===== src/rtl/fp_pkg.sv =====
// fp_pkg: shared fixed-point definitions for the arithmetic datapath
// (divider and multiplier).
//   state_t          - divider sequencing states (IDLE, CALC, FIX)
//   W_LEN_DEF        - default word length
//   W_FRACT_DEF      - default fractional bit count
//   fp_max / fp_min  - saturation constants as functions of the word length
package fp_pkg;

    localparam int unsigned W_LEN_DEF   = 16;
    localparam int unsigned W_FRACT_DEF = 14;

    typedef enum logic [1:0] {
        IDLE = 2'd0,
        CALC = 2'd1,
        FIX  = 2'd2
    } state_t;

    // Largest positive value, 2^(w-1)-1.
    function automatic logic [63:0] fp_max(input int unsigned w);
        return (64'd1 << (w - 1)) - 64'd1;
    endfunction

    // 2^(w-1). This is the magnitude of the most negative value.
    // Truncated to w bits it is also that value's two's-complement pattern.
    function automatic logic [63:0] fp_min(input int unsigned w);
        return 64'd1 << (w - 1);
    endfunction

endpackage


===== src/rtl/fp_div_if.sv =====
// fp_div_if: start/busy/done handshake plus operand and result bus of the
// fixed-point divider.
//   master: drives start, a, b; observes busy, done, quotient and the flags
//   slave : the divider side
interface fp_div_if #(
    parameter int unsigned W_len = fp_pkg::W_LEN_DEF
);
    logic             start;
    logic [W_len-1:0] a;
    logic [W_len-1:0] b;
    logic             busy;
    logic             done;
    logic [W_len-1:0] quotient;
    logic             overflow;
    logic             underflow;
    logic             div_by_zero;

    modport master (
        output start, a, b,
        input  busy, done, quotient, overflow, underflow, div_by_zero
    );

    modport slave (
        input  start, a, b,
        output busy, done, quotient, overflow, underflow, div_by_zero
    );
endinterface


===== src/rtl/fp_div_core.sv =====
// fp_div_core: unsigned N-bit iterative restoring divider.
// The divider produces one quotient bit per step, starting with the MSB.
//   clk, reset : clock, asynchronous active-high reset
//   load       : capture the numerator and the denominator, clear the remainder
//   step       : perform one restoring iteration
//   num        : N-bit unsigned numerator
//   den        : D_W-bit unsigned denominator, must be non-zero
//   quo        : N-bit quotient, complete after N steps
module fp_div_core #(
    parameter int unsigned N   = 30,
    parameter int unsigned D_W = 16
) (
    input  logic           clk,
    input  logic           reset,
    input  logic           load,
    input  logic           step,
    input  logic [N-1:0]   num,
    input  logic [D_W-1:0] den,
    output logic [N-1:0]   quo
);

    logic [N-1:0]   num_sr;
    logic [D_W-1:0] den_r;
    logic [D_W-1:0] rem;

    logic [D_W:0]   rem_sh_c;
    logic           ge_c;
    logic [D_W:0]   rem_nx_c;

    // Trial subtraction. The remainder stays below den, so the shifted value fits in D_W+1 bits.
    always_comb begin
        rem_sh_c = {rem, num_sr[N-1]};
        ge_c     = rem_sh_c >= {1'b0, den_r};
        rem_nx_c = ge_c ? (rem_sh_c - {1'b0, den_r}) : rem_sh_c;
    end

    always_ff @(posedge clk or posedge reset) begin
        if (reset) begin
            num_sr <= '0;
            den_r  <= '0;
            rem    <= '0;
            quo    <= '0;
        end else if (load) begin
            num_sr <= num;
            den_r  <= den;
            rem    <= '0;
            quo    <= '0;
        end else if (step) begin
            num_sr <= {num_sr[N-2:0], 1'b0};
            rem    <= D_W'(rem_nx_c);
            quo    <= {quo[N-2:0], ge_c};
        end
    end

endmodule


===== src/rtl/fp_div.sv =====
// fp_div: sequential signed fixed-point divider, quotient = a / b in Q(W_len, W_fract).
// It divides the magnitudes with fp_div_core, then applies the sign, the range flags
// and the optional saturation.
//   clk, reset : clock, asynchronous active-high reset
//   bus        : fp_div_if slave (start, a, b / busy, done, quotient,
//                overflow, underflow, div_by_zero)
// Optional feature: define FP_DIV_SAT_EN to clamp overflow and underflow results to
// max/min. When it is not defined, those results wrap.
module fp_div
    import fp_pkg::*;
#(
    parameter int unsigned W_len   = W_LEN_DEF,
    parameter int unsigned W_fract = W_FRACT_DEF
) (
    input  logic      clk,
    input  logic      reset,
    fp_div_if.slave   bus
);

    localparam int unsigned N     = W_len + W_fract;
    localparam int unsigned CNT_W = $clog2(N);

    state_t           state;
    logic [CNT_W-1:0] cnt;
    logic             sign_q;
    logic             a_neg_q;
    logic             dz_q;

    logic [W_len-1:0] abs_a_c;
    logic [W_len-1:0] abs_b_c;
    logic             b_zero_c;
    logic             core_load_c;
    logic             core_step_c;
    logic [N-1:0]     core_quo;

    logic             ovf_c;
    logic             udf_c;
    logic [W_len-1:0] res_c;

    // Operand magnitudes. The most negative value maps to 2^(W_len-1), which still fits unsigned.
    always_comb begin
        abs_a_c     = bus.a[W_len-1] ? W_len'(~bus.a + W_len'(1)) : bus.a;
        abs_b_c     = bus.b[W_len-1] ? W_len'(~bus.b + W_len'(1)) : bus.b;
        b_zero_c    = (bus.b == '0);
        core_load_c = (state == IDLE) && bus.start && !b_zero_c;
        core_step_c = (state == CALC);
    end

    fp_div_core #(
        .N   (N),
        .D_W (W_len)
    ) u_core (
        .clk   (clk),
        .reset (reset),
        .load  (core_load_c),
        .step  (core_step_c),
        .num   ({abs_a_c, {W_fract{1'b0}}}),
        .den   (abs_b_c),
        .quo   (core_quo)
    );

    // Range check and signed result derived from the magnitude quotient (truncated toward zero).
    always_comb begin
        ovf_c = !sign_q && (core_quo > N'(fp_max(W_len)));
        udf_c =  sign_q && (core_quo > N'(fp_min(W_len)));
        res_c = sign_q ? W_len'(N'(0) - core_quo) : W_len'(core_quo);
`ifdef FP_DIV_SAT_EN
        if (ovf_c) begin
            res_c = W_len'(fp_max(W_len));
        end else if (udf_c) begin
            res_c = W_len'(fp_min(W_len));
        end
`endif
    end

    // Sequencer: latch on start, iterate N times, then publish the result with a one-cycle done.
    always_ff @(posedge clk or posedge reset) begin
        if (reset) begin
            state           <= IDLE;
            cnt             <= '0;
            sign_q          <= 1'b0;
            a_neg_q         <= 1'b0;
            dz_q            <= 1'b0;
            bus.busy        <= 1'b0;
            bus.done        <= 1'b0;
            bus.quotient    <= '0;
            bus.overflow    <= 1'b0;
            bus.underflow   <= 1'b0;
            bus.div_by_zero <= 1'b0;
        end else begin
            bus.done <= 1'b0;
            case (state)
                IDLE: begin
                    if (bus.start) begin
                        sign_q   <= bus.a[W_len-1] ^ bus.b[W_len-1];
                        a_neg_q  <= bus.a[W_len-1];
                        dz_q     <= b_zero_c;
                        bus.busy <= 1'b1;
                        cnt      <= CNT_W'(N - 1);
                        state    <= b_zero_c ? FIX : CALC;
                    end
                end
                CALC: begin
                    if (cnt == '0) begin
                        state <= FIX;
                    end else begin
                        cnt <= cnt - CNT_W'(1);
                    end
                end
                FIX: begin
                    bus.done <= 1'b1;
                    bus.busy <= 1'b0;
                    state    <= IDLE;
                    if (dz_q) begin
                        // Divide by zero always returns the extreme value with the dividend's sign.
                        bus.quotient    <= a_neg_q ? W_len'(fp_min(W_len)) : W_len'(fp_max(W_len));
                        bus.overflow    <= 1'b0;
                        bus.underflow   <= 1'b0;
                        bus.div_by_zero <= 1'b1;
                    end else begin
                        bus.quotient    <= res_c;
                        bus.overflow    <= ovf_c;
                        bus.underflow   <= udf_c;
                        bus.div_by_zero <= 1'b0;
                    end
                end
                default: begin
                    state    <= IDLE;
                    bus.busy <= 1'b0;
                end
            endcase
        end
    end

endmodule


===== src/flat_wrapper.sv =====
// flat-port wrapper written by rule: the top's interface ports become plain ports
module fp_div_flat import fp_pkg::*;
#(
    parameter int unsigned W_len   = W_LEN_DEF,
    parameter int unsigned W_fract = W_FRACT_DEF
)
  (clk, reset, bus_start, bus_a, bus_b, bus_busy, bus_done, bus_quotient, bus_overflow, bus_underflow, bus_div_by_zero);
  fp_div_if #(.W_len(W_len)) bus_i ();
  input  logic clk;
  input  logic reset;
  input wire logic [$bits(bus_i.start)-1:0] bus_start;
  input wire logic [$bits(bus_i.a)-1:0] bus_a;
  input wire logic [$bits(bus_i.b)-1:0] bus_b;
  output wire logic [$bits(bus_i.busy)-1:0] bus_busy;
  output wire logic [$bits(bus_i.done)-1:0] bus_done;
  output wire logic [$bits(bus_i.quotient)-1:0] bus_quotient;
  output wire logic [$bits(bus_i.overflow)-1:0] bus_overflow;
  output wire logic [$bits(bus_i.underflow)-1:0] bus_underflow;
  output wire logic [$bits(bus_i.div_by_zero)-1:0] bus_div_by_zero;
  assign bus_i.start = bus_start;
  assign bus_i.a = bus_a;
  assign bus_i.b = bus_b;
  assign bus_busy = bus_i.busy;
  assign bus_done = bus_i.done;
  assign bus_quotient = bus_i.quotient;
  assign bus_overflow = bus_i.overflow;
  assign bus_underflow = bus_i.underflow;
  assign bus_div_by_zero = bus_i.div_by_zero;
  fp_div #(.W_len(W_len), .W_fract(W_fract)) u_core (.clk(clk), .reset(reset), .bus(bus_i));
endmodule

===== config.mk =====
export PLATFORM = sky130hd
export DESIGN_NAME = fp_div_flat
export DESIGN_NICKNAME = d
export VERILOG_FILES = /design/src/rtl/fp_pkg.sv /design/src/rtl/fp_div_if.sv /design/src/rtl/fp_div_core.sv /design/src/rtl/fp_div.sv /design/src/flat_wrapper.sv
export SDC_FILE = /design/constraint.sdc
export NUM_CORES = 1
export LEC_CHECK = 0
export CAP_MARGIN = 20
export CELL_PAD_IN_SITES_DETAIL_PLACEMENT = 0
export CELL_PAD_IN_SITES_GLOBAL_PLACEMENT = 1
export CORE_AREA = 2 2 126 128
export CTS_CLUSTER_DIAMETER = 150
export DETAILED_ROUTE_END_ITERATION = 6
export DIE_AREA = 0 0 128 130
export HOLD_SLACK_MARGIN = 0.12
export PLACE_DENSITY_LB_ADDON = 0.15
export SLEW_MARGIN = 20
export SYNTH_ARGS = -nofsm -noshare
export SYNTH_HDL_FRONTEND = slang
export SYNTH_SLANG_ARGS = --single-unit

===== constraint.sdc =====
create_clock -name clk -period 3.3 [get_ports clk]
set_input_delay 0.495 -clock clk [delete_from_list [all_inputs] [get_ports clk]]
set_output_delay 0.495 -clock clk [all_outputs]
set_load 0.05 [all_outputs]

Word-level counts from Yosys, hierarchy flattened
Index checks and enable logic that the tools add are counted.

word-level totals
  register bits = 123
  latch bits = 0
  RAM bits = 0
  memory bits (read-only) = 0
  input bits = 35
  output and inout bits = 21
  memories kept = 0

cells by class
  add/subtract/negate cells = 5
  $mul = 0
  divide/modulo/power cells = 0
  magnitude comparators = 3
  eq/ne operators = 5
  shift operators = 0
  mux-type cells = 25
  bitwise logic cells = 4
  reduce and logical (&&, ||, !) cells = 15

operators by type and width
  cell                                                  number
  two-way mux 16 bit                                    8
  two-way mux 30 bit                                    4
  adder 16 x 1 -> 16 bit, second input constant         2
  inverter 16 bit                                       2
  > comparator 30 x 15 -> 1 bit, second input constant  1
  > comparator 30 x 16 -> 1 bit, second input constant  1
  greater-or-equal comparator 17 x 16 -> 1 bit          1
  zero test 16 bit                                      1
  subtractor 1 x 16 -> 16 bit, first input constant     1
  subtractor 16 bit                                     1
  two-way mux 5 bit                                     2
  case mux 5 bit (2 select lines)                       1
  two-way mux 2 bit                                     3
  inequality test 2 bit, second input constant          3
  AND reduction 2 bit                                   3
  zero test 5 bit                                       1
  two-way mux 1 bit                                     5
  subtractor 5 x 1 -> 5 bit, second input constant      1
  logical AND 1 bit                                     4
  case mux 2 bit (2 select lines)                       1
  nonzero test 2 bit                                    2
  AND reduction 3 bit                                   1
  == test 2 x 1 -> 1 bit, second input constant         1
  == test 2 bit, second input constant                  1
  5 further kinds                                       6

Longest topological paths before layout
Gate-level depths: netlist (run 1).

  depth after elaboration = 4
  gate-level depth with buffers = 11
  gate-level depth less buffers = 10

By module
From an unflattened synthesis (run 1), not the netlist that was laid out.

unflattened totals
  cells, all modules = 799
  area, all modules = 7373.3 µm²

by module, submodules not included
  module       times used  cells an instance  area an instance (µm²)  seq. area each (µm²)
  fp_div_core  1           506                4994.8                  2302.2
  fp_div       1           293                2378.5                  775.7

Least setup slack after synthesis (run 1)
OpenSTA, ideal clock, no wires.

  path kind = flip-flop to flip-flop
  from = register u_core.u_core.rem[1]
  to = register u_core.u_core.rem[2]
  setup time = 149 ps
  arrival = 2282 ps
  data required time = 3151 ps
  path slack = 869 ps
  stages on the path, launching flop included = 9
  path buffers = 1
  cell sequence = dfrtp_1 -> ha_1 -> a21oi_1 -> o21ai_0 -> a21oi_1 -> o22ai_1 -> o31ai_2 -> clkbuf_1 -> o311ai_0

on the way
  longest elaborated chain between the ends = 4

RTL lines
  item                                                                                      RTL line                              RTL
  start: declaration                                                                        fp_div_core.sv:24                     logic [D_W-1:0] rem;
  start signal: assignment                                                                  fp_div_core.sv:50                     rem <= D_W'(rem_nx_c);
  subtractor 16 bit / greater-or-equal comparator 17 x 16 -> 1 bit (equally long branches)  fp_div_core.sv:34, fp_div_core.sv:33
  two-way mux 16 bit *                                                                      fp_div_core.sv:34                     rem_nx_c = ge_c ? (rem_sh_c - {1'b0, den_r}) : rem_sh_c;
  two-way mux 16 bit *                                                                      fp_div_core.sv:48                     end else if (step) begin
  two-way mux 16 bit *                                                                      fp_div_core.sv:43                     end else if (load) begin

Every way passes the cells marked *; elsewhere a longest branch is shown, timed or not. The select of a mux whose other input is x is not followed.
A chain may end at the register's enable or synchronous reset.

Final worst setup path (run 1)
  from = register u_core.u_core.rem[1]
  to = register u_core.u_core.rem[12]

Same word-level chain as after synthesis.

==> flow_metrics.py, run 1 <==
metrics = {
    "status": {
        "status": "finished clean",
    },
    "drt": {
        "drc": 0,
        "wl_per_cell_um": 15.32,
        "ant_nets": 0,
        "viasPerCell": 5.420,
        "drtIter0Drc": 235,
        "routed_wl_mm": 13.45,
        "via_count": 4759,
        "dr.pass1.iters": 4,
    },
    "power_and_ir_drop": {
        "vdd_ir_drop_max_mv": 0.3965,
        "power.total_uw": 7251,
        "powerDensity_nw_per_um2": 1025,
        "cellLeakagePower_uw": 0.003036,
    },
    "synth": {
        "synth-edff-count": 0,
        "ys.flop_type": "dfrtp_1",
        "synth_seq_area_share": 0.4531,
        "async_flop_share": 1.000,
        "syn_area_per_cell_um2": 9.406,
        "synth_warnings": 0,
        "synth.net_count": 697,
        "synth_seq_cells": 109,
        "syn_area_um2": 6020,
        "synthCells": 640,
        "yosys.cell_types.count": 56,
    },
    "clocking": {
        "clock_sinks": 109,
        "cts_tree": "built",
        "cts_resized": 0,
        "clk_pin_slew_worst_paths_ns": 0.08,
        "clock_tree.root_cell": "clkbuf_16",
        "clkLatencyLatePin_ns": 0.36,
        "numCtsBuffers": 9,
        "post_cts_buffers": 0,
        "holdBufCountCts": 0,
        "h-tree-depth": 3,
        "clock_path_buffers": 2,
    },
    "global_route": {
        "antenna_found_initial": 0,
        "grt-ovfl-total": 0,
        "grt_usage": 0.1716,
        "grt_pass1_wl_mm": 22.89,
        "grt_max_degree": 110,
        "grt_pass1_vias": 4588,
    },
    "place": {
        "gp_congestion": 0.8166,
        "post-place-cells": 862,
        "dp_hpwl_mm": 9.621,
        "port_buffers": 55,
    },
    "worst_setup_path": {
        "path_delay_family": "compound AO/OA/AOI/OAI gates",
        "crit_buf_inv": 2,
        "r2r_cells": 10,
        "crit_path_start_kind": "flop",
        "path_max_fanout": 21,
        "worstPathRequired_ns": 3.53,
        "worstPathArrival_ns": 2.88,
        "worstSetupPathType": "reg -> reg",
        "crit_path_end_kind": "flop",
        "cpPeakStageDelay_ns": 0.40,
        "critPathSlowestCell": "dfrtp_1",
        "cp_num_cells": 10,
        "path_cells": "ha_1 > a21oi_1 > o21ai_0 > buf_4 > a21oi_1 > o22ai_1 > o31ai_2 > buf_4 > or2_2 > o21ai_0",
    },
    "timing": {
        "fin_crit_ns": 2.651,
        "timing.hold.ws_ns": 0.4810,
        "drv_slew": 0,
        "setup_violations": 0,
        "finalCritPeriodShare": 0.8033,
        "fmax_ghz": 0.3772,
        "hold_violations": 0,
        "fin_setup_tns_ns": 0,
        "worstMarginPinSlew_ns": 0.9579,
        "clock_skew_ns": 0.008105,
        "relSlewSlack": 0.3614,
        "rsz0062_at_grt": "false",
    },
    "floorplanning": {
        "dieArea_um2": 16640,
        "initial_utilization": 0.3902,
        "die_x_um": 128,
        "core_area_um2": 15420,
        "io_pins": 56,
        "fp-row-count": 46,
        "die_h_um": 130,
    },
    "layout": {
        "areaGrowthSynthToFinish_pct": 17.56,
        "num_antenna_cells": 0,
        "drive_gt1_frac": 0.05831,
        "fill_cells": 1483,
        "fin_nets": 738,
        "stdcell_count": 878,
    },
    "run": {
        "cap_violations": 0,
    },
    "hold_path": {
        "hold_class": "reg -> reg",
        "min_path_cells": 2,
    },
}
worst reg2reg max path: cells and delay by family, from the launching register on:
family	cells	cell delay, ns
AO/OA/AOI/OAI	6	1.13
buffers and inverters	2	0.45
flip-flops	1	0.40
adder cells (fa/ha/maj)	1	0.35
AND/OR/NAND/NOR	1	0.21
cells in the final DEF, fill, tap and decap left out, drive strengths merged, types with 21 or more instances in the layout:
cell type / instances
dfrtp: 109
nand2: 80
o21ai: 72
clkdlybuf4s50: 55
nor2: 41
a21oi: 34
inv: 33
xnor2: 30
xor2: 26
a22o: 26
ha: 21
sequential cells by signal, indices dropped and copies added, names as in the netlist, 2 cells and up:
name / cells
u_core.u_core.den_r: 16
u_core.u_core.rem: 16
u_core.bus.quotient: 16
u_core.u_core.quo: 30
u_core.state: 2
u_core.u_core.num_sr: 16
u_core.cnt: 5
cell usage after synthesis (2+ instances only):
cell / n / area share
clkbuf_1: 24 / 0.015
buf_2: 7 / 0.0058
or3_1: 8 / 0.0083
o221ai_1: 2 / 0.0029
o311ai_0: 7 / 0.010
a22oi_1: 7 / 0.0087
buf_4: 4 / 0.0050
or4_1: 4 / 0.0050
nor3_1: 5 / 0.0042
a31oi_1: 2 / 0.0021
nor4_1: 4 / 0.0042
nand2b_1: 8 / 0.0083
o21ai_1: 2 / 0.0017
nand2_1: 79 / 0.049
o21ai_0: 70 / 0.058
a21o_1: 2 / 0.0025
dfrtp_1: 109 / 0.45
o41ai_1: 8 / 0.012
mux2i_1: 5 / 0.0083
nand3_1: 14 / 0.012
a21oi_1: 33 / 0.027
a22o_1: 26 / 0.038
or3_4: 2 / 0.0037
xnor2_1: 30 / 0.044
nor2_1: 40 / 0.025
nor2b_1: 5 / 0.0052
o31ai_1: 12 / 0.015
o211ai_1: 2 / 0.0025
xor2_1: 26 / 0.038
inv_1: 30 / 0.019
a32oi_1: 6 / 0.0087
ha_1: 21 / 0.044
a221o_1: 8 / 0.013
nand4_1: 4 / 0.0042
a21boi_0: 2 / 0.0025
and2_1: 2 / 0.0021
layer usage:
| metal | GRT usage | share of wire | vias up |
|---|---|---|---|
| li1 | - | - | 2380 |
| met1 | 0.2306 | 0.49 | 2294 |
| met2 | 0.2872 | 0.47 | 80 |
| met3 | 0.03936 | 0.033 | 5 |
| met4 | 0.03491 | 0.0081 | 0 |
| met5 | 0 | 0 | - |
final cells by class:
cell class	count	area [um^2]	area share
clock buffer	9	225.2	0.03182
clock inverter	7	71.32	0.01008
inverter	30	116.4	0.01644
multi-input combinational	465	3025	0.4275
sequential	109	2728	0.3854
tap	192	240.2	0.03395
timing repair buffer	66	670.6	0.09477
power breakdown:
part | leakage (uW) | internal, uW | switching [uW]
sequential | 0.00139 | 1900 | 447
clock | 0.000145 | 537 | 553
combinational | 0.00151 | 1620 | 2190
per-stage QoR:
step	cell area, um^2	setup WS [ns]	utilization
after detailed placement	6780	0.2902	0.4396
after global routing	7077	0.3943	0.4588
final	7077	0.6492	0.4588
after CTS	7077	0.6305	0.4588
after global placement	6780	0.3376	0.4396
after floorplan	6023	0.8691	-
worst paths after layout:
path	slack, ns	to	from
worst max-delay path	0.65	u_core.u_core.rem[12]	u_core.u_core.rem[1]
worst min-delay path	0.48	u_core.bus.quotient[0]	u_core.bus.quotient[0]
worst max register to register	0.65	u_core.u_core.rem[12]	u_core.u_core.rem[1]
worst min register to register	0.48	u_core.bus.quotient[0]	u_core.bus.quotient[0]
max in group asynchronous	2.21	u_core.state[1]	reset
min in group asynchronous	0.62	u_core.bus.quotient[12]	reset
cell families after synthesis:
| kind of cell | share of synthesized area |
|---|---|
| compound gates | 0.2195 |
| xor+xnor | 0.08148 |
| fa+ha+maj | 0.04698 |
| buf+inv | 0.04635 |
| flops | 0.4531 |
| mux | 0.008315 |
| simple gates | 0.1443 |
Note: power is estimated with default switching activity, not from simulation.
==> inputs of run 2 (changes only) <==
==> constraint.sdc (replaced) <==
create_clock -name clk -period 2.2 [get_ports clk]
set_input_delay 0.33 -clock clk [delete_from_list [all_inputs] [get_ports clk]]
set_output_delay 0.33 -clock clk [all_outputs]
set_load 0.05 [all_outputs]
==> run 2 against run 1 <==
Net effect:
- core utilization up 7.7 points
- first-iteration DRC count up 7.2%
- wire length up 15%
- register-to-register slack worse by 0.59 ns
- power up 80%
- flip-flop and latch count unchanged
- sequential share of layout area down 5.5 points
- critical path type unchanged
- critical endpoint is now u_core.u_core.rem[13]
==> flow_metrics.py, run 2 (synthesis gave the netlist of run 1 again) <==
metrics = {
    "worst_setup_path": {
        "crit_path_start_kind": "flop",
        "critPathSlowestCell": "dfrtp_1",
        "path_delay_family": "compound AO/OA/AOI/OAI gates",
        "r2r_cells": 9,
        "cpPeakStageDelay_ns": 0.39,
        "timing.rr.end": "u_core.u_core.rem[13]",
        "crit_path_end_kind": "flop",
        "path_max_fanout": 8,
        "worstPathRequired_ns": 2.43,
        "path_cells": "ha_1 > and2_4 > nand4_1 > o31ai_2 > o31ai_4 > buf_6 > buf_4 > a32oi_1 > o21ai_1",
        "worstPathArrival_ns": 2.38,
        "r2r-start": "u_core.u_core.rem[3]",
        "r2r_slack_ns": 0.06,
        "crit_buf_inv": 2,
        "worstSetupPathType": "reg -> reg",
    },
    "floorplanning": {
        "initial_utilization": 0.3902,
        "core_area_um2": 15420,
        "die_x_um": 128,
        "fp-row-count": 46,
        "io_pins": 56,
        "dieArea_um2": 16640,
        "die_h_um": 130,
    },
    "timing": {
        "rsz0062_at_grt": "true",
        "clock_skew_ns": 0.01073,
        "finalCritPeriodShare": 0.9747,
        "hold_violations": 0,
        "relSlewSlack": 0.6124,
        "setup_violations": 0,
        "drv_slew": 0,
        "worstMarginPinSlew_ns": 0.5814,
        "fin_setup_tns_ns": 0,
        "fmax_ghz": 0.4663,
        "fin_crit_ns": 2.144,
        "timing.hold.ws_ns": 0.4065,
    },
    "drt": {
        "drc": 0,
        "ant_nets": 0,
        "drtIter0Drc": 252,
        "dr.pass1.iters": 5,
        "routed_wl_mm": 15.48,
        "wl_per_cell_um": 15.73,
        "viasPerCell": 5.319,
        "via_count": 5234,
    },
    "layout": {
        "largest-register": "u_core.u_core.quo",
        "num_antenna_cells": 0,
        "final_cell_mix": "109 x dfrtp_1, 96 x buf_4, 77 x nand2_1",
        "drive_gt1_frac": 0.2374,
        "fin_nets": 844,
        "final_util": 0.5358,
        "largest_register_ffs": 30,
        "layout_commonest_cell": "dfrtp_1",
        "areaGrowthSynthToFinish_pct": 37.29,
    },
    "global_route": {
        "met1_usage": 0.2522,
        "grt_usage": 0.1925,
        "grt_pass1_wl_mm": 25.70,
        "grt_max_degree": 110,
        "globalRouteMet3Util": 0.02624,
        "grt_pass1_vias": 5191,
        "busiest_layer": "met2",
        "use_met2": 0.3265,
        "grt-ovfl-total": 0,
        "antenna_found_initial": 0,
    },
    "status": {
        "status": "finished clean",
    },
    "clocking": {
        "clock_tree.root_cell": "clkbuf_16",
        "clock_sinks": 109,
        "numCtsBuffers": 9,
        "clkLatencyLatePin_ns": 0.36,
        "cts_tree": "built",
        "holdBufCountCts": 0,
        "clock_path_buffers": 2,
        "h-tree-depth": 3,
        "clk_pin_slew_worst_paths_ns": 0.07,
    },
    "hold_path": {
        "hold_class": "in -> reg",
        "min_from": "bus_b[4]",
        "hold_path_end": "u_core.u_core.den_r[4]",
        "min_path_cells": 5,
    },
    "power_and_ir_drop": {
        "cellLeakagePower_uw": 0.003690,
        "powerDensity_nw_per_um2": 1582,
        "power.total_uw": 13070,
        "vdd_ir_drop_max_mv": 0.6186,
    },
    "place": {
        "gp_congestion": 0.8591,
        "dp_hpwl_mm": 10.41,
        "port_buffers": 55,
    },
    "run": {
        "cap_violations": 0,
    },
}
==> run 2: changes by cell type in the layout (fill, tap and decap cells not counted), sizes merged <==
cell	delta
dlygate4sd2	+1
clkinvlp	-1
dlymetal6s2s	+1
clkdlybuf4s15	+5
clkdlybuf4s50	-11
buf	+107
clkbuf	+4
==> run 2: cell type report <==
cell class / instances / area (um^2)
clock buffers: 10 / 229.0
clock inverters: 6 / 51.30
fillers: 1414 / 7161
inverters: 30 / 116.4
multi-input cells: 465 / 3244
flip-flops and latches: 109 / 2728
well taps: 192 / 240.2
repair buffers: 172 / 1655
==> run 2: worst min-delay path: cells and delay by family <==
family                    cells  cell delay (ns)
AOI/OAI and AO/OA             1             0.04
xor gates and xnor gates      1             0.06
buffers and inverters         2             0.20
and+or+nand+nor               1             0.08
==> run 2: how the worst max path moves through the flow <==
stage	start	endpoint	slack (ns)	cells past startpoint
after floorplan	bus_a[6]	u_core.u_core.num_sr[27]	-0.04	7
after global placement	bus_a[6]	u_core.u_core.num_sr[27]	-0.51	8
after detailed placement	bus_a[6]	u_core.u_core.num_sr[27]	-0.57	8
after CTS	bus_b[6]	u_core.u_core.num_sr[27]	0.00006	12
after global routing	u_core.u_core.den_r[10]	u_core.u_core.rem[14]	-0.09	11
final	u_core.u_core.rem[3]	u_core.u_core.rem[13]	0.06	9
==> run 2: per-stage QoR <==
| step | instances | setup slack (ns) | area [um^2] |
|---|---|---|---|
| after CTS | 981 | 0.00006328 | 8092 |
| after global routing | 984 | -0.09263 | 8264 |
| after global placement | 941 | -0.5107 | 7413 |
| final | 984 | 0.05561 | 8264 |
| after detailed placement | 941 | -0.5667 | 7413 |
| after floorplan | 640 | -0.03775 | 6055 |
==> run 2: timing repair <==
item                       CTS  global route
buffers inserted            20             2
gates resized for setup     64            36
gates cloned                 4             2
pin swaps                   17            10
setup endpoints to repair   39            74
==> run 2: power breakdown <==
group | internal [uW] | switching, uW | total [uW]
registers | 2850 | 651 | 3500
logic | 3980 | 4000 | 7990
clock network | 791 | 795 | 1590
==> run 2: per-layer routing <==
metal	vias to the layer above	routed length (um)
li1	2587	-
met1	2527	7051
met2	98	7738
met3	22	384
met4	0	305
met5	-	0
==> inputs of run 3 (changes only) <==
--- a/config.mk
+++ b/config.mk
@@ -13,7 +13,7 @@
 export DETAILED_ROUTE_END_ITERATION = 6
 export DIE_AREA = 0 0 128 130
 export HOLD_SLACK_MARGIN = 0.12
-export PLACE_DENSITY_LB_ADDON = 0.15
+export PLACE_DENSITY = 0.75
 export SLEW_MARGIN = 20
 export SYNTH_ARGS = -nofsm -noshare
 export SYNTH_HDL_FRONTEND = slang
==> constraint.sdc (replaced) <==
create_clock -name clk -period 1.8 [get_ports clk]
set_input_delay 0.27 -clock clk [delete_from_list [all_inputs] [get_ports clk]]
set_output_delay 0.27 -clock clk [all_outputs]
set_load 0.05 [all_outputs]
==> run 3 against run 2 <==
Net effect:
- the flow now finishes with violations (negative setup slack)
- wire length rose by 12%
- die area did not move
- final area rose by 15%
- register-to-register slack got worse by 0.44 ns
- first-iteration DRC count fell by 16%
- critical path depth did not move
- flip-flop and latch count did not move
==> flow_metrics.py, run 3 (synthesis gave the netlist of run 1 again) <==
metrics = {
    "drt": {
        "via_count": 5714,
        "viasPerCell": 5.370,
        "drc": 0,
        "ant_nets": 0,
        "routed_wl_mm": 17.32,
        "drtIter0Drc": 211,
        "dr.pass1.iters": 5,
        "wl_per_cell_um": 16.28,
    },
    "hold_path": {
        "hold_path_end": "u_core.u_core.den_r[8]",
        "hold_class": "in -> reg",
        "min_from": "bus_b[8]",
        "min_path_cells": 4,
    },
    "power_and_ir_drop": {
        "pwr-share-clk": 0.106,
        "cellLeakagePower_uw": 0.004470,
        "p_comb_frac": 0.669,
        "power_switching_uw": 7939,
        "pwr-share-seq": 0.225,
        "vdd_ir_drop_max_mv": 1.101,
        "p_sw_frac": 0.4207,
        "powerDensity_nw_per_um2": 1984,
        "p_int_uw": 10930,
    },
    "place": {
        "post-place-cells": 1017,
        "gp_congestion": 0.8657,
        "dp_slack_ns": -0.8989,
        "port_buffers": 55,
        "dp_hpwl_mm": 11.27,
    },
    "timing": {
        "relSlewSlack": 0.6633,
        "fin_crit_ns": 2.189,
        "hold_violations": 0,
        "fin_setup_tns_ns": -13.45,
        "rsz0062_at_grt": "true",
        "setup_ws_ns": -0.3891,
        "drv_slew": 0,
        "clock_skew_ns": 0.01800,
        "setup_violations": 79,
        "worstMarginPinSlew_ns": 0.5043,
        "fmax_ghz": 0.4568,
        "finalCritPeriodShare": 1.216,
    },
    "worst_setup_path": {
        "path_delay_family": "compound AO/OA/AOI/OAI gates",
        "crit_path_start_kind": "flop",
        "worstSetupPathType": "reg -> reg",
        "r2r_slack_ns": -0.39,
        "timing.rr.end": "u_core.u_core.rem[12]",
        "worstPathArrival_ns": 2.43,
        "r2r-start": "u_core.u_core.rem[3]",
        "r2r_cells": 9,
        "path_cells": "ha_4 > and2_4 > nand4_1 > o31ai_4 > o31ai_4 > buf_4 > buf_4 > a32oi_1 > o21ai_1",
        "crit_buf_inv": 2,
        "path_max_fanout": 6,
        "cpPeakStageDelay_ns": 0.43,
        "crit_path_end_kind": "flop",
        "cp_num_cells": 9,
        "worstPathRequired_ns": 2.04,
        "critPathSlowestCell": "dfrtp_1",
    },
    "global_route": {
        "antenna_found_initial": 0,
        "grt_pass1_wl_mm": 28.76,
        "grt_pass1_vias": 6053,
        "grt-ovfl-total": 0,
        "grt_usage": 0.2146,
        "grt_max_degree": 56,
    },
    "layout": {
        "largest_register_ffs": 30,
        "drive_gt1_frac": 0.4243,
        "largest-register": "u_core.u_core.quo",
        "fill_cells": 1256,
        "num_antenna_cells": 0,
        "layout_commonest_cell": "buf_4",
        "final_cell_mix": "170 x buf_4, 108 x dfrtp_1, 70 x nand2_1",
        "multi_input_area_um2": 3831,
        "areaGrowthSynthToFinish_pct": 58.01,
        "fin_nets": 924,
        "seq_area_um2": 2729,
        "stdcell_count": 1064,
    },
    "floorplanning": {
        "dieArea_um2": 16640,
        "die_x_um": 128,
        "initial_utilization": 0.3902,
        "fp-row-count": 46,
        "io_pins": 56,
        "die_h_um": 130,
        "core_area_um2": 15420,
    },
    "clocking": {
        "clk_pin_slew_worst_paths_ns": 0.08,
        "clkLatencyLatePin_ns": 0.36,
        "holdBufCountCts": 0,
        "clock_path_buffers": 2,
        "clock_sinks": 109,
        "cts_tree": "built",
        "clock_tree.root_cell": "clkbuf_16",
        "numCtsBuffers": 9,
        "h-tree-depth": 3,
    },
    "status": {
        "status": "complete, but fails checks",
        "violations": "negative setup slack",
    },
    "run": {
        "cap_violations": 0,
    },
}
## run 3: cell types whose count changed in the layout (fill, tap and decap cells not counted), moves of 9 or more
cell             change
nor2_2               +9
buf_6                +9
a21oi_1             -11
o21ai_2              +9
clkdlybuf4s50_1     -22
a21oi_2              +9
nor2_1              -16
o21ai_1             +12
buf_4               +74
dlymetal6s2s_1      +13
o21ai_0             -21
## run 3: cell type report
| cell class | count | area share |
|---|---|---|
| Multi-Input combinational cell | 465 | 0.4028 |
| Sequential cell | 109 | 0.2869 |
| Timing Repair Buffer | 252 | 0.2416 |
| Tap cell | 192 | 0.02526 |
| Clock buffer | 10 | 0.02407 |
| Inverter | 30 | 0.01223 |
| Clock inverter | 6 | 0.007103 |
## run 3: power by group through the flow
stage | sequential (uW) | combinational, uW | clock [uW]
4_1_cts | 4190 | 11900 | 2030
2_1_floorplan | 4580 | 5870 | 0
3_3_place_gp | 4140 | 9980 | 0
6_report | 4250 | 12600 | 2000
5_1_grt | 4370 | 13700 | 2140
3_5_place_dp | 4180 | 10200 | 0
## run 3: worst min-delay path: stages
cell and delay, ns:
buf_6 0.07, buf_4 0.09, xor2_1 0.08, o21ai_2 0.14
## run 3: worst max-delay path by stage
| stage | startpoint | end | slack (ns) |
|---|---|---|---|
| 5_1_grt | u_core.u_core.num_sr[29] | u_core.u_core.rem[8] | -0.47 |
| 3_5_place_dp | bus_a[6] | u_core.u_core.num_sr[27] | -0.90 |
| 4_1_cts | u_core.u_core.den_r[3] | u_core.u_core.rem[8] | -0.37 |
| 3_3_place_gp | bus_a[6] | u_core.u_core.num_sr[27] | -0.86 |
| 6_report | u_core.u_core.rem[3] | u_core.u_core.rem[12] | -0.39 |
| 2_1_floorplan | bus_a[6] | u_core.u_core.num_sr[27] | -0.38 |
## run 3: timing repair
item	in CTS	in global routing
setup buffers	17	13
resized for setup	161	70
endpoints found under the hold margin	0	0
endpoints found under the setup margin	93	102
cloned	7	1
pin swaps	57	39
## run 3: per-layer routing
layer	track usage	part of all wire	routed length, um	up-vias
met1	0.2669	0.43	7531	2833
met3	0.03731	0.033	565	25
met4	0.06464	0.016	275	0
li1	-	-	-	2759
met2	0.3835	0.52	8945	97
met5	0	0	0	-
## run 3: through the flow
stage / hold WS (ns) / util / area, um^2 / total power (uW)
CTS: 0.3071 / 0.5956 / 9186 / 18140
global route: 0.3333 / 0.6166 / 9512 / 20250
floorplan: 0.4251 / - / 6321 / 10450
finish: 0.3374 / 0.6166 / 9512 / 18870
global placement: 0.4622 / 0.5303 / 8179 / 14120
detailed placement: 0.4698 / 0.5303 / 8179 / 14420
